## src/rtl/rggen_register_access_pkg.sv

```systemverilog
// rtl/rggen_register_access_pkg.sv - shared types for the register access controller
package rggen_register_access_pkg;

  typedef enum logic [1:0] {
    STATE_IDLE     = 2'd0,
    STATE_ACCESS   = 2'd1,
    STATE_RESPONSE = 2'd2
  } state_e;

  typedef enum logic [1:0] {
    STATUS_OKAY    = 2'b00,
    STATUS_SLVERR  = 2'b10,
    STATUS_TIMEOUT = 2'b11
  } status_e;

endpackage

```

## src/rtl/rggen_register_access_controller_if.sv

```systemverilog
// rtl/rggen_register_access_controller_if.sv - host command/response channel bundle
interface rggen_register_access_controller_if #(
  parameter int ADDRESS_WIDTH = 8,
  parameter int BUS_WIDTH     = 32
);

  logic                     i_command_valid;
  logic                     o_command_ready;
  logic                     i_command_write;
  logic [ADDRESS_WIDTH-1:0] i_command_address;
  logic [BUS_WIDTH-1:0]     i_command_write_data;
  logic [BUS_WIDTH/8-1:0]   i_command_strobe;
  logic                     o_response_valid;
  logic                     i_response_ready;
  logic [1:0]               o_response_status;
  logic [BUS_WIDTH-1:0]     o_response_read_data;

  modport master (
    output i_command_valid, i_command_write, i_command_address,
           i_command_write_data, i_command_strobe, i_response_ready,
    input  o_command_ready, o_response_valid, o_response_status, o_response_read_data
  );

  modport slave (
    input  i_command_valid, i_command_write, i_command_address,
           i_command_write_data, i_command_strobe, i_response_ready,
    output o_command_ready, o_response_valid, o_response_status, o_response_read_data
  );

endinterface

```

## src/rtl/rggen_access_timer.sv

```systemverilog
// rtl/rggen_access_timer.sv - wait counter flagging the cycle the wait reaches TIMEOUT
module rggen_access_timer #(
  parameter int TIMEOUT = 16
) (
  input  logic i_clk,
  input  logic i_rst,
  input  logic i_clear,
  input  logic i_count,
  output logic o_expired
);

  localparam int               WIDTH = (TIMEOUT > 0) ? $clog2(TIMEOUT + 1) : 1;
  localparam logic [WIDTH-1:0] LAST  = (TIMEOUT > 0) ? WIDTH'(TIMEOUT - 1) : '0;

  logic [WIDTH-1:0] r_count;

  always_ff @(posedge i_clk) begin
    if (i_rst || i_clear) begin
      r_count <= '0;
    end else if (i_count) begin
      r_count <= r_count + WIDTH'(1);
    end
  end

  // Expiry is flagged on the counting cycle that makes the count equal TIMEOUT.
  assign o_expired = (TIMEOUT != 0) && i_count && (r_count == LAST);

endmodule

```

## src/rtl/rggen_register_access_controller.sv

```systemverilog
// rtl/rggen_register_access_controller.sv - decodes host commands into one-hot register accesses
module rggen_register_access_controller
  import rggen_register_access_pkg::*;
#(
  parameter int ADDRESS_WIDTH = 8,
  parameter int BUS_WIDTH     = 32,
  parameter int REGISTERS     = 4,
  parameter int TIMEOUT       = 16
) (
  input  logic                                i_clk,
  input  logic                                i_rst,
  rggen_register_access_controller_if.slave   bus_if,
  output logic [REGISTERS-1:0]                o_register_valid,
  output logic                                o_register_write,
  output logic [BUS_WIDTH-1:0]                o_register_write_data,
  output logic [BUS_WIDTH-1:0]                o_register_write_mask,
  input  logic [REGISTERS-1:0]                i_register_ready,
  input  logic [REGISTERS-1:0][BUS_WIDTH-1:0] i_register_read_data
);

  localparam int                     STROBE_WIDTH = BUS_WIDTH / 8;
  localparam int                     OFFSET_BITS  = $clog2(STROBE_WIDTH);
  localparam int                     INDEX_WIDTH  = (REGISTERS > 1) ? $clog2(REGISTERS) : 1;
  localparam logic [ADDRESS_WIDTH:0] REG_LIMIT    = (ADDRESS_WIDTH + 1)'(REGISTERS);

  state_e                  r_state, w_next_state;
  status_e                 r_status, w_next_status;
  logic [BUS_WIDTH-1:0]    r_read_data, w_next_read_data;
  logic                    r_write;
  logic [BUS_WIDTH-1:0]    r_write_data;
  logic [STROBE_WIDTH-1:0] r_strobe;
  logic [INDEX_WIDTH-1:0]  r_index;

  logic [ADDRESS_WIDTH-1:0] w_index;
  logic                     w_in_range;
  logic                     w_accept;
  logic                     w_access;
  logic                     w_active_ready;
  logic                     w_expired;
  logic [BUS_WIDTH-1:0]     w_mask;

  assign w_index        = bus_if.i_command_address >> OFFSET_BITS;
  assign w_in_range     = {1'b0, w_index} < REG_LIMIT;
  assign w_access       = (r_state == STATE_ACCESS);
  assign w_active_ready = i_register_ready[r_index];

  assign bus_if.o_command_ready = (r_state == STATE_IDLE) && !i_rst;
  assign w_accept               = bus_if.i_command_valid && bus_if.o_command_ready;

  always_comb begin
    w_next_state     = r_state;
    w_next_status    = r_status;
    w_next_read_data = r_read_data;
    case (r_state)
      STATE_IDLE: begin
        if (w_accept) begin
          if (w_in_range) begin
            w_next_state = STATE_ACCESS;
          end else begin
            w_next_state     = STATE_RESPONSE;
            w_next_status    = STATUS_SLVERR;
            w_next_read_data = '0;
          end
        end
      end
      STATE_ACCESS: begin
        // Ready wins over a timeout landing in the same cycle.
        if (w_active_ready) begin
          w_next_state     = STATE_RESPONSE;
          w_next_status    = STATUS_OKAY;
          w_next_read_data = r_write ? '0 : i_register_read_data[r_index];
        end else if (w_expired) begin
          w_next_state     = STATE_RESPONSE;
          w_next_status    = STATUS_TIMEOUT;
          w_next_read_data = '0;
        end
      end
      STATE_RESPONSE: begin
        if (bus_if.i_response_ready) begin
          w_next_state = STATE_IDLE;
        end
      end
      default: w_next_state = STATE_IDLE;
    endcase
  end

  always_ff @(posedge i_clk) begin
    if (i_rst) begin
      r_state      <= STATE_IDLE;
      r_status     <= STATUS_OKAY;
      r_read_data  <= '0;
      r_write      <= 1'b0;
      r_write_data <= '0;
      r_strobe     <= '0;
      r_index      <= '0;
    end else begin
      r_state     <= w_next_state;
      r_status    <= w_next_status;
      r_read_data <= w_next_read_data;
      if (w_accept) begin
        r_write      <= bus_if.i_command_write;
        r_write_data <= bus_if.i_command_write_data;
        r_strobe     <= bus_if.i_command_strobe;
        r_index      <= INDEX_WIDTH'(w_index);
      end
    end
  end

  rggen_access_timer #(
    .TIMEOUT (TIMEOUT)
  ) u_timer (
    .i_clk     (i_clk),
    .i_rst     (i_rst),
    .i_clear   (w_accept),
    .i_count   (w_access && !w_active_ready),
    .o_expired (w_expired)
  );

  for (genvar g = 0; g < STROBE_WIDTH; g++) begin : g_mask
    assign w_mask[8*g+:8] = {8{r_strobe[g]}};
  end

  assign o_register_valid      = w_access ? (REGISTERS'(1) << r_index) : '0;
  assign o_register_write      = w_access && r_write;
  assign o_register_write_data = (w_access && r_write) ? r_write_data : '0;
  assign o_register_write_mask = (w_access && r_write) ? w_mask : '0;

  assign bus_if.o_response_valid     = (r_state == STATE_RESPONSE);
  assign bus_if.o_response_status    = r_status;
  assign bus_if.o_response_read_data = r_read_data;

endmodule

```

## src/flat_wrapper.sv

```systemverilog
// flat-port wrapper written by rule: the top's interface ports become plain ports
module rggen_register_access_controller_flat import rggen_register_access_pkg::*;
#(
  parameter int ADDRESS_WIDTH = 8,
  parameter int BUS_WIDTH     = 32,
  parameter int REGISTERS     = 4,
  parameter int TIMEOUT       = 16
)
  (i_clk, i_rst, o_register_valid, o_register_write, o_register_write_data, o_register_write_mask, i_register_ready, i_register_read_data, bus_if_i_command_valid, bus_if_i_command_write, bus_if_i_command_address, bus_if_i_command_write_data, bus_if_i_command_strobe, bus_if_i_response_ready, bus_if_o_command_ready, bus_if_o_response_valid, bus_if_o_response_status, bus_if_o_response_read_data);
  rggen_register_access_controller_if #(.ADDRESS_WIDTH(ADDRESS_WIDTH), .BUS_WIDTH(BUS_WIDTH)) bus_if_i ();
  input  logic i_clk;
  input  logic i_rst;
  output logic [REGISTERS-1:0] o_register_valid;
  output logic o_register_write;
  output logic [BUS_WIDTH-1:0] o_register_write_data;
  output logic [BUS_WIDTH-1:0] o_register_write_mask;
  input  logic [REGISTERS-1:0] i_register_ready;
  input  logic [REGISTERS-1:0][BUS_WIDTH-1:0] i_register_read_data;
  input wire logic [$bits(bus_if_i.i_command_valid)-1:0] bus_if_i_command_valid;
  input wire logic [$bits(bus_if_i.i_command_write)-1:0] bus_if_i_command_write;
  input wire logic [$bits(bus_if_i.i_command_address)-1:0] bus_if_i_command_address;
  input wire logic [$bits(bus_if_i.i_command_write_data)-1:0] bus_if_i_command_write_data;
  input wire logic [$bits(bus_if_i.i_command_strobe)-1:0] bus_if_i_command_strobe;
  input wire logic [$bits(bus_if_i.i_response_ready)-1:0] bus_if_i_response_ready;
  output wire logic [$bits(bus_if_i.o_command_ready)-1:0] bus_if_o_command_ready;
  output wire logic [$bits(bus_if_i.o_response_valid)-1:0] bus_if_o_response_valid;
  output wire logic [$bits(bus_if_i.o_response_status)-1:0] bus_if_o_response_status;
  output wire logic [$bits(bus_if_i.o_response_read_data)-1:0] bus_if_o_response_read_data;
  assign bus_if_i.i_command_valid = bus_if_i_command_valid;
  assign bus_if_i.i_command_write = bus_if_i_command_write;
  assign bus_if_i.i_command_address = bus_if_i_command_address;
  assign bus_if_i.i_command_write_data = bus_if_i_command_write_data;
  assign bus_if_i.i_command_strobe = bus_if_i_command_strobe;
  assign bus_if_i.i_response_ready = bus_if_i_response_ready;
  assign bus_if_o_command_ready = bus_if_i.o_command_ready;
  assign bus_if_o_response_valid = bus_if_i.o_response_valid;
  assign bus_if_o_response_status = bus_if_i.o_response_status;
  assign bus_if_o_response_read_data = bus_if_i.o_response_read_data;
  rggen_register_access_controller #(.ADDRESS_WIDTH(ADDRESS_WIDTH), .BUS_WIDTH(BUS_WIDTH), .REGISTERS(REGISTERS), .TIMEOUT(TIMEOUT)) u_core (.i_clk(i_clk), .i_rst(i_rst), .bus_if(bus_if_i), .o_register_valid(o_register_valid), .o_register_write(o_register_write), .o_register_write_data(o_register_write_data), .o_register_write_mask(o_register_write_mask), .i_register_ready(i_register_ready), .i_register_read_data(i_register_read_data));
endmodule
```

## config.mk

```make
export PLATFORM = sky130hd
export DESIGN_NAME = rggen_register_access_controller_flat
export DESIGN_NICKNAME = d
export VERILOG_FILES = /design/src/rtl/rggen_register_access_pkg.sv /design/src/rtl/rggen_register_access_controller_if.sv /design/src/rtl/rggen_access_timer.sv /design/src/rtl/rggen_register_access_controller.sv /design/src/flat_wrapper.sv
export SDC_FILE = /design/constraint.sdc
export NUM_CORES = 1
export LEC_CHECK = 0
export ABC_AREA = 1
export BUFFER_PORTS_ARGS = -buffer_cell sky130_fd_sc_hd__buf_2
export CAP_MARGIN = 5
export CORE_UTILIZATION = 25
export DETAILED_ROUTE_END_ITERATION = 10
export HOLD_SLACK_MARGIN = 0.06
export PLACE_DENSITY = 0.56
export SLEW_MARGIN = 10
export SYNTH_ARGS = -nofsm -noshare
export SYNTH_HDL_FRONTEND = slang
export SYNTH_SLANG_ARGS = --single-unit
```

## constraint.sdc

```tcl
create_clock -name i_clk -period 3.39 [get_ports i_clk]
set_input_delay 0.339 -clock i_clk [delete_from_list [all_inputs] [get_ports i_clk]]
set_output_delay 0.339 -clock i_clk [all_outputs]
set_load 0.05 [all_outputs]
```

==> impl_metrics.json, run 1 <==
{
  "diodes": 0,
  "htree_levels": 3,
  "ys_ff_latch": 80,
  "synth_area_leaders": "dfxtp_1 38%, nand2_1 16%, nand3_1 9.1%, buf_4 5.2%, o21ai_0 5.1%",
  "drc": 0,
  "gp_congestion": 0.810,
  "p_per_area_nw_per_um2": 406,
  "ys_warn_count": 0,
  "worst_ep_arrival_time_ns": 2.37,
  "grt_overflow": 0,
  "layout.nets": 1053,
  "route.met2.wl_um": 6850,
  "post_cts_resized": 0,
  "period_needed_ns": 2.71,
  "synth_cell_types": 24,
  "post_cts_buffers": 0,
  "synthToLayoutAreaGrowth_pct": 38.8,
  "critPathSlowestCell": "nor2_1",
  "first_iter_violations": 158,
  "wl_um": 15100,
  "initial_core_util_pct": 25.4,
  "tritoncts": "built",
  "tns_ns": 0,
  "hold_slack_ns": 0.229,
  "portBuffers": 283,
  "dr_wl_met3_um": 1410,
  "hold_violations": 0,
  "grt_pass1_wl_um": 24000,
  "wl_per_cell_um": 13.8,
  "vdd_drop_max_uv": 205,
  "setup_viol": 0,
  "core_area_um2": 16500,
  "max_slew.worst_pin.slew_ns": 0.757,
  "final_max_slew_viol_count": 0,
  "crit_required_ns": 3.05,
  "mostFrequentLayoutCell": "buf_2",
  "routed.top_layer": "met4",
  "netlist_instances": 636,
  "path_buf_inv": 4,
  "hpwl_um": 10800,
  "synth_top_area_share_pct": 38.1,
  "std_cell_rows": 47,
  "wl_met1_um": 6580,
  "crit_path_cell_trace": "inv_1 -> nor2_2 -> inv_2 -> nor2_1 -> inv_2 -> nor2_1 -> buf_2",
  "netlist_area_um2": 4200,
  "ant_nets": 0,
  "root_buffer": "clkbuf_16",
  "postCtsHoldBufs": 0,
  "crit_path_start_kind": "register",
  "io_pins": 286,
  "status": "completed",
  "worst_slack_ns": 0.679,
  "cp_max_fo": 36,
  "cp_top_family": "buffers and inverters",
  "yosysSeqAreaShare_pct": 38.1,
  "avgSynthCellArea_um2": 6.61,
  "die-width_um": 132,
  "cts.sinks": 80,
  "antenna_found_initial": 0,
  "clock_latency_ns": 0.33,
  "synth_nets": 819,
  "drive_above_1_share_pct": 36.6,
  "relSlewSlack_pct": 49.5,
  "maxCapViolCount": 0,
  "firstDrtPassIters": 5,
  "fmax_ghz": 0.369,
  "clkTransAtPathRegs_ns": 0.06,
  "layout_common_cells": "283 x buf_2, 174 x nand2_1, 80 x dfxtp_1",
  "period_share_pct": 80.0,
  "dieHeight_um": 132,
  "worstSetupPathType": "register to output pin",
  "cpPeakStageDelay_ns": 0.43,
  "pre_cts_slack_ns": 0.966,
  "grt_max_degree": 40,
  "p_leak_nw": 2.84,
  "nFillCells": 1838,
  "viasPerCell": 4.54,
  "cts_buffer_depth": 2,
  "clock_skew_ns": 0.00587,
  "cp-end-kind": "output pin",
  "grt_usage_pct": 17.4,
  "numCtsBuffers": 9,
  "grt_pass1_vias": 4711,
  "vias": 4965,
  "fp.dieArea_um2": 17300,
  "yosysTopAreaCell": "dfxtp_1",
  "min_path_type": "input port to register",
  "grt_setup_unrepaired": "no"
}
## Yosys cell counts (all sizes together)
| cell type | n |
|---|---|
| buf | 49 |
| nand3 | 78 |
| ha | 2 |
| clkinv | 1 |
| a21oi | 37 |
| clkbuf | 21 |
| inv | 56 |
| nand2 | 174 |
| nor2 | 51 |
| o31ai | 1 |
| nor3 | 8 |
| xor2 | 1 |
| nand4 | 33 |
| o21ai | 43 |
| dfxtp | 80 |
| a31oi | 1 |
## final timing paths
path / from / endpoint / slack, ns / cells after the start
min reg2reg: u_core.bus_if.o_response_status[1]$_SDFFE_PP0P_ / u_core.bus_if.o_response_status[1]$_SDFFE_PP0P_ / 0.45 / 2
max: u_core.r_state[0]$_SDFFE_PP0P_ / o_register_write_mask[28] / 0.68 / 7
min: bus_if_i_command_write_data[2] / u_core.r_write_data[2]$_SDFFE_PP0P_ / 0.23 / 3
max reg2reg: u_core.r_index[0]$_SDFFE_PP0P_ / u_core.bus_if.o_response_read_data[11]$_SDFFE_PP0P_ / 1.34 / 7
## cell type report
| class | instances | area (µm²) | area share, % |
|---|---|---|---|
| clock inverter | 3 | 17.5 | 0.300 |
| sequential | 80 | 1600 | 27.5 |
| clock buffer | 12 | 256 | 4.40 |
| inverter | 57 | 214 | 3.67 |
| multi-input combinational | 429 | 1980 | 33.9 |
| timing repair buffer | 293 | 1490 | 25.6 |
| tap | 220 | 275 | 4.72 |
## flip-flops by register name (all words and copies together) (netlist names)
register and cells:
u_core.r_write_data 32, u_core.bus_if.o_response_read_data 32, u_core.r_state 2, u_core.r_strobe 4, u_core.r_index 2, u_core.r_write 1
u_core.bus_if.o_response_status 2, u_core.u_timer.r_count 5
## metrics by stage
stage	power [mW]	util [%]	instance area (µm²)	std cells
detailed placement	1.48	33.6	5560	1079
global route	2.50	35.3	5830	1094
CTS	2.41	35.3	5830	1094
global placement	1.48	33.6	5560	1079
finish	2.37	35.3	5830	1094
floorplan	1.30	-	4200	636
## routing by layer
layer	GRT usage, %	up-vias
li1	-	2504
met1	20.9	2192
met2	29.1	250
met3	5.56	19
met4	5.94	0
met5	0	-
## cell families (layout without fill, tap and decap cells)
logic type,after synthesis,in the layout,share of synthesized area [%]
buffers and inverters,127,365,15.1
XOR/XNOR,1,1,0.208
flip-flops,80,80,38.1
adder cells (fa/ha/maj),2,2,0.595
AND/OR/NAND/NOR,344,344,36.1
AO/OA/AOI/OAI,82,82,9.85
## worst register-to-register path: stages (launching register included)
cell,delay [ns]
dfxtp_1,0.58
nand2_1,0.14
inv_1,0.40
buf_4,0.36
nand2_1,0.13
nand4_1,0.12
nand3_1,0.09
a21oi_1,0.16
## where the power goes
part / switching, mW / internal [mW] / leakage (nW)
Combinational: 0.281 / 0.164 / 2.05
Sequential: 0.0212 / 0.987 / 0.652
Clock: 0.384 / 0.530 / 0.134
Total: 0.686 / 1.68 / 2.84
Power figures use the tool's default switching activity.
==> run 2: changes to the inputs <==
ABC_AREA = 0   (was 1)
PLACE_DENSITY = 0.58   (was 0.56)
clock period = 2.4 ns   (was 3.39 ns; I/O delays follow)
==> impl_metrics.json, run 2 <==
{
  "drc": 0,
  "status": "completed",
  "r2r-end": "u_core.bus_if.o_response_read_data[25]$_SDFFE_PP0P_",
  "synth_nets": 602,
  "grt_usage_pct": 15.6,
  "fp.dieArea_um2": 17500,
  "drive_above_1_share_pct": 53.6,
  "synth_cell_types": 39,
  "netlist_area_um2": 4240,
  "vdd_drop_max_uv": 353,
  "grt_pass1_vias": 3761,
  "synth.most_common_cell": "dfxtp_1",
  "setup_viol": 0,
  "post_cts_resized": 0,
  "vias": 4046,
  "layout_common_cells": "283 x buf_2, 78 x dfxtp_1, 47 x nand2_1",
  "cp_max_fo": 39,
  "gp_congestion": 0.848,
  "first_iter_violations": 165,
  "fmax_ghz": 0.457,
  "viasPerCell": 4.58,
  "placed_cell_area_um2": 5670,
  "synth_ff_type": "dfxtp_1",
  "postCtsHoldBufs": 0,
  "grt_setup_unrepaired": "no",
  "worstHoldEndpoint": "u_core.r_write_data[9]$_SDFFE_PP0P_",
  "die-width_um": 132,
  "synth_edf_count": 0,
  "yosysSeqAreaShare_pct": 37.7,
  "reg2reg_from": "u_core.u_timer.r_count[0]$_SDFFE_PP0P_",
  "fin_cells": 884,
  "p_leak_nw": 2.95,
  "post_cts_buffers": 0,
  "final_util_pct": 35.9,
  "synth_area_leaders": "dfxtp_1 38%, mux4_2 18%, a22o_1 6.6%, and3_1 5.6%, buf_4 5.3%",
  "clock_skew_ns": 0.00458,
  "fin_area_um2": 5960,
  "core_area_um2": 16600,
  "worstSetupPathType": "register to output pin",
  "antenna_found_initial": 2,
  "portBuffers": 283,
  "pre_cts_slack_ns": 0.370,
  "layout.nets": 841,
  "ys_ff_latch": 80,
  "period_share_pct": 91.3,
  "ant_nets": 0,
  "async_flop_share_pct": 0,
  "numCtsBuffers": 9,
  "synth_common_cells": "80 x dfxtp_1, 47 x nand2_1, 38 x and3_1, 35 x nand2b_1, 33 x mux4_2",
  "ys_warn_count": 0,
  "yosysTopAreaCell": "dfxtp_1",
  "relSlewSlack_pct": 64.8,
  "worst_ep_arrival_time_ns": 1.95,
  "cts.sinks": 80,
  "cp-end-kind": "output pin",
  "grt_overflow": 0,
  "cts_buffer_depth": 2,
  "worst_slack_ns": 0.210,
  "hpwl_um": 10400,
  "crit_path_start_kind": "register",
  "grt_max_degree": 72,
  "netlist_instances": 419,
  "min_path_type": "input port to register",
  "firstDrtPassIters": 4,
  "synthToLayoutAreaGrowth_pct": 40.4,
  "wl_um": 13800,
  "avgSynthCellArea_um2": 10.1,
  "r2r_cells": 8,
  "grt_pass1_wl_um": 20600,
  "tns_ns": 0,
  "root_buffer": "clkbuf_16",
  "crit_required_ns": 2.16,
  "dp_cells": 867,
  "clkTransAtPathRegs_ns": 0.06,
  "htree_levels": 3,
  "p_total_mw": 3.28,
  "p_per_area_nw_per_um2": 551,
  "hold_depth": 3,
  "hold_violations": 0,
  "period_needed_ns": 2.19,
  "io_pins": 286,
  "wl_per_cell_um": 15.6,
  "initial_core_util_pct": 25.6,
  "dieHeight_um": 132,
  "hold_slack_ns": 0.0958,
  "max_slew.worst_pin.slew_ns": 0.523,
  "synth_top_area_share_pct": 37.7,
  "rrSetupSlack_ns": 0.35,
  "final_max_slew_viol_count": 0,
  "tritoncts": "built",
  "mostFrequentLayoutCell": "buf_2",
  "clock_latency_ns": 0.34,
  "maxCapViolCount": 0,
  "std_cell_rows": 47,
  "hp-start": "bus_if_i_command_write_data[9]"
}
-- run 2: report_power, final --
part / switching (mW) / leakage [nW] / internal [mW]
registers: 0.0387 / 0.653 / 1.39
clock network: 0.533 / 0.145 / 0.823
logic: 0.231 / 2.15 / 0.272
-- run 2: cell families after synthesis --
| logic type | Yosys count | share of synthesized area [%] |
|---|---|---|
| simple gates | 147 | 19.7 |
| fa+ha+maj | 2 | 0.590 |
| mux | 36 | 18.2 |
| buf+inv | 70 | 9.79 |
| xor+xnor | 3 | 0.619 |
| compound gates | 81 | 13.3 |
| flops | 80 | 37.7 |
-- run 2: critical path, cell delays in order, from the launching register on --
cell and delay (ns):
dfxtp_1 0.49, nor2b_2 0.32, buf_12 0.22, and3_1 0.28
buf_2 0.30
-- run 2: worst max path at each step --
stage | startpoint | endpoint | depth (start not counted)
2_1_floorplan | u_core.r_index[0]$_SDFFE_PP0P_ | o_register_valid[1] | 4
3_3_place_gp | u_core.r_index[0]$_SDFFE_PP0P_ | u_core.bus_if.o_response_read_data[9]$_SDFFE_PP0P_ | 5
3_5_place_dp | u_core.u_timer.r_count[0]$_SDFFE_PP0P_ | u_core.bus_if.o_response_read_data[4]$_SDFFE_PP0P_ | 8
4_1_cts | u_core.r_state[0]$_SDFFE_PP0P_ | o_register_write_mask[26] | 4
5_1_grt | u_core.r_state[0]$_SDFFE_PP0P_ | o_register_write_mask[1] | 4
6_report | u_core.r_state[0]$_SDFFE_PP0P_ | o_register_write_mask[29] | 4
-- run 2: final cells by class --
class | instances | area, µm²
diodes | 2 | 5.00
clock buffers | 11 | 243
clock inverters | 4 | 45.0
fillers | 1726 | 10600
inverters | 4 | 15.0
multi-input cells | 269 | 2230
flip-flops and latches | 80 | 1600
well taps | 220 | 275
repair buffers | 294 | 1540
-- run 2: metal layers --
layer	global-route usage [%]	part of all wire, %	vias to the layer above
met5	0	0	-
met3	5.15	9.0	14
met4	7.54	2.2	0
met2	25.5	49	187
li1	-	-	1971
met1	18.3	40	1874
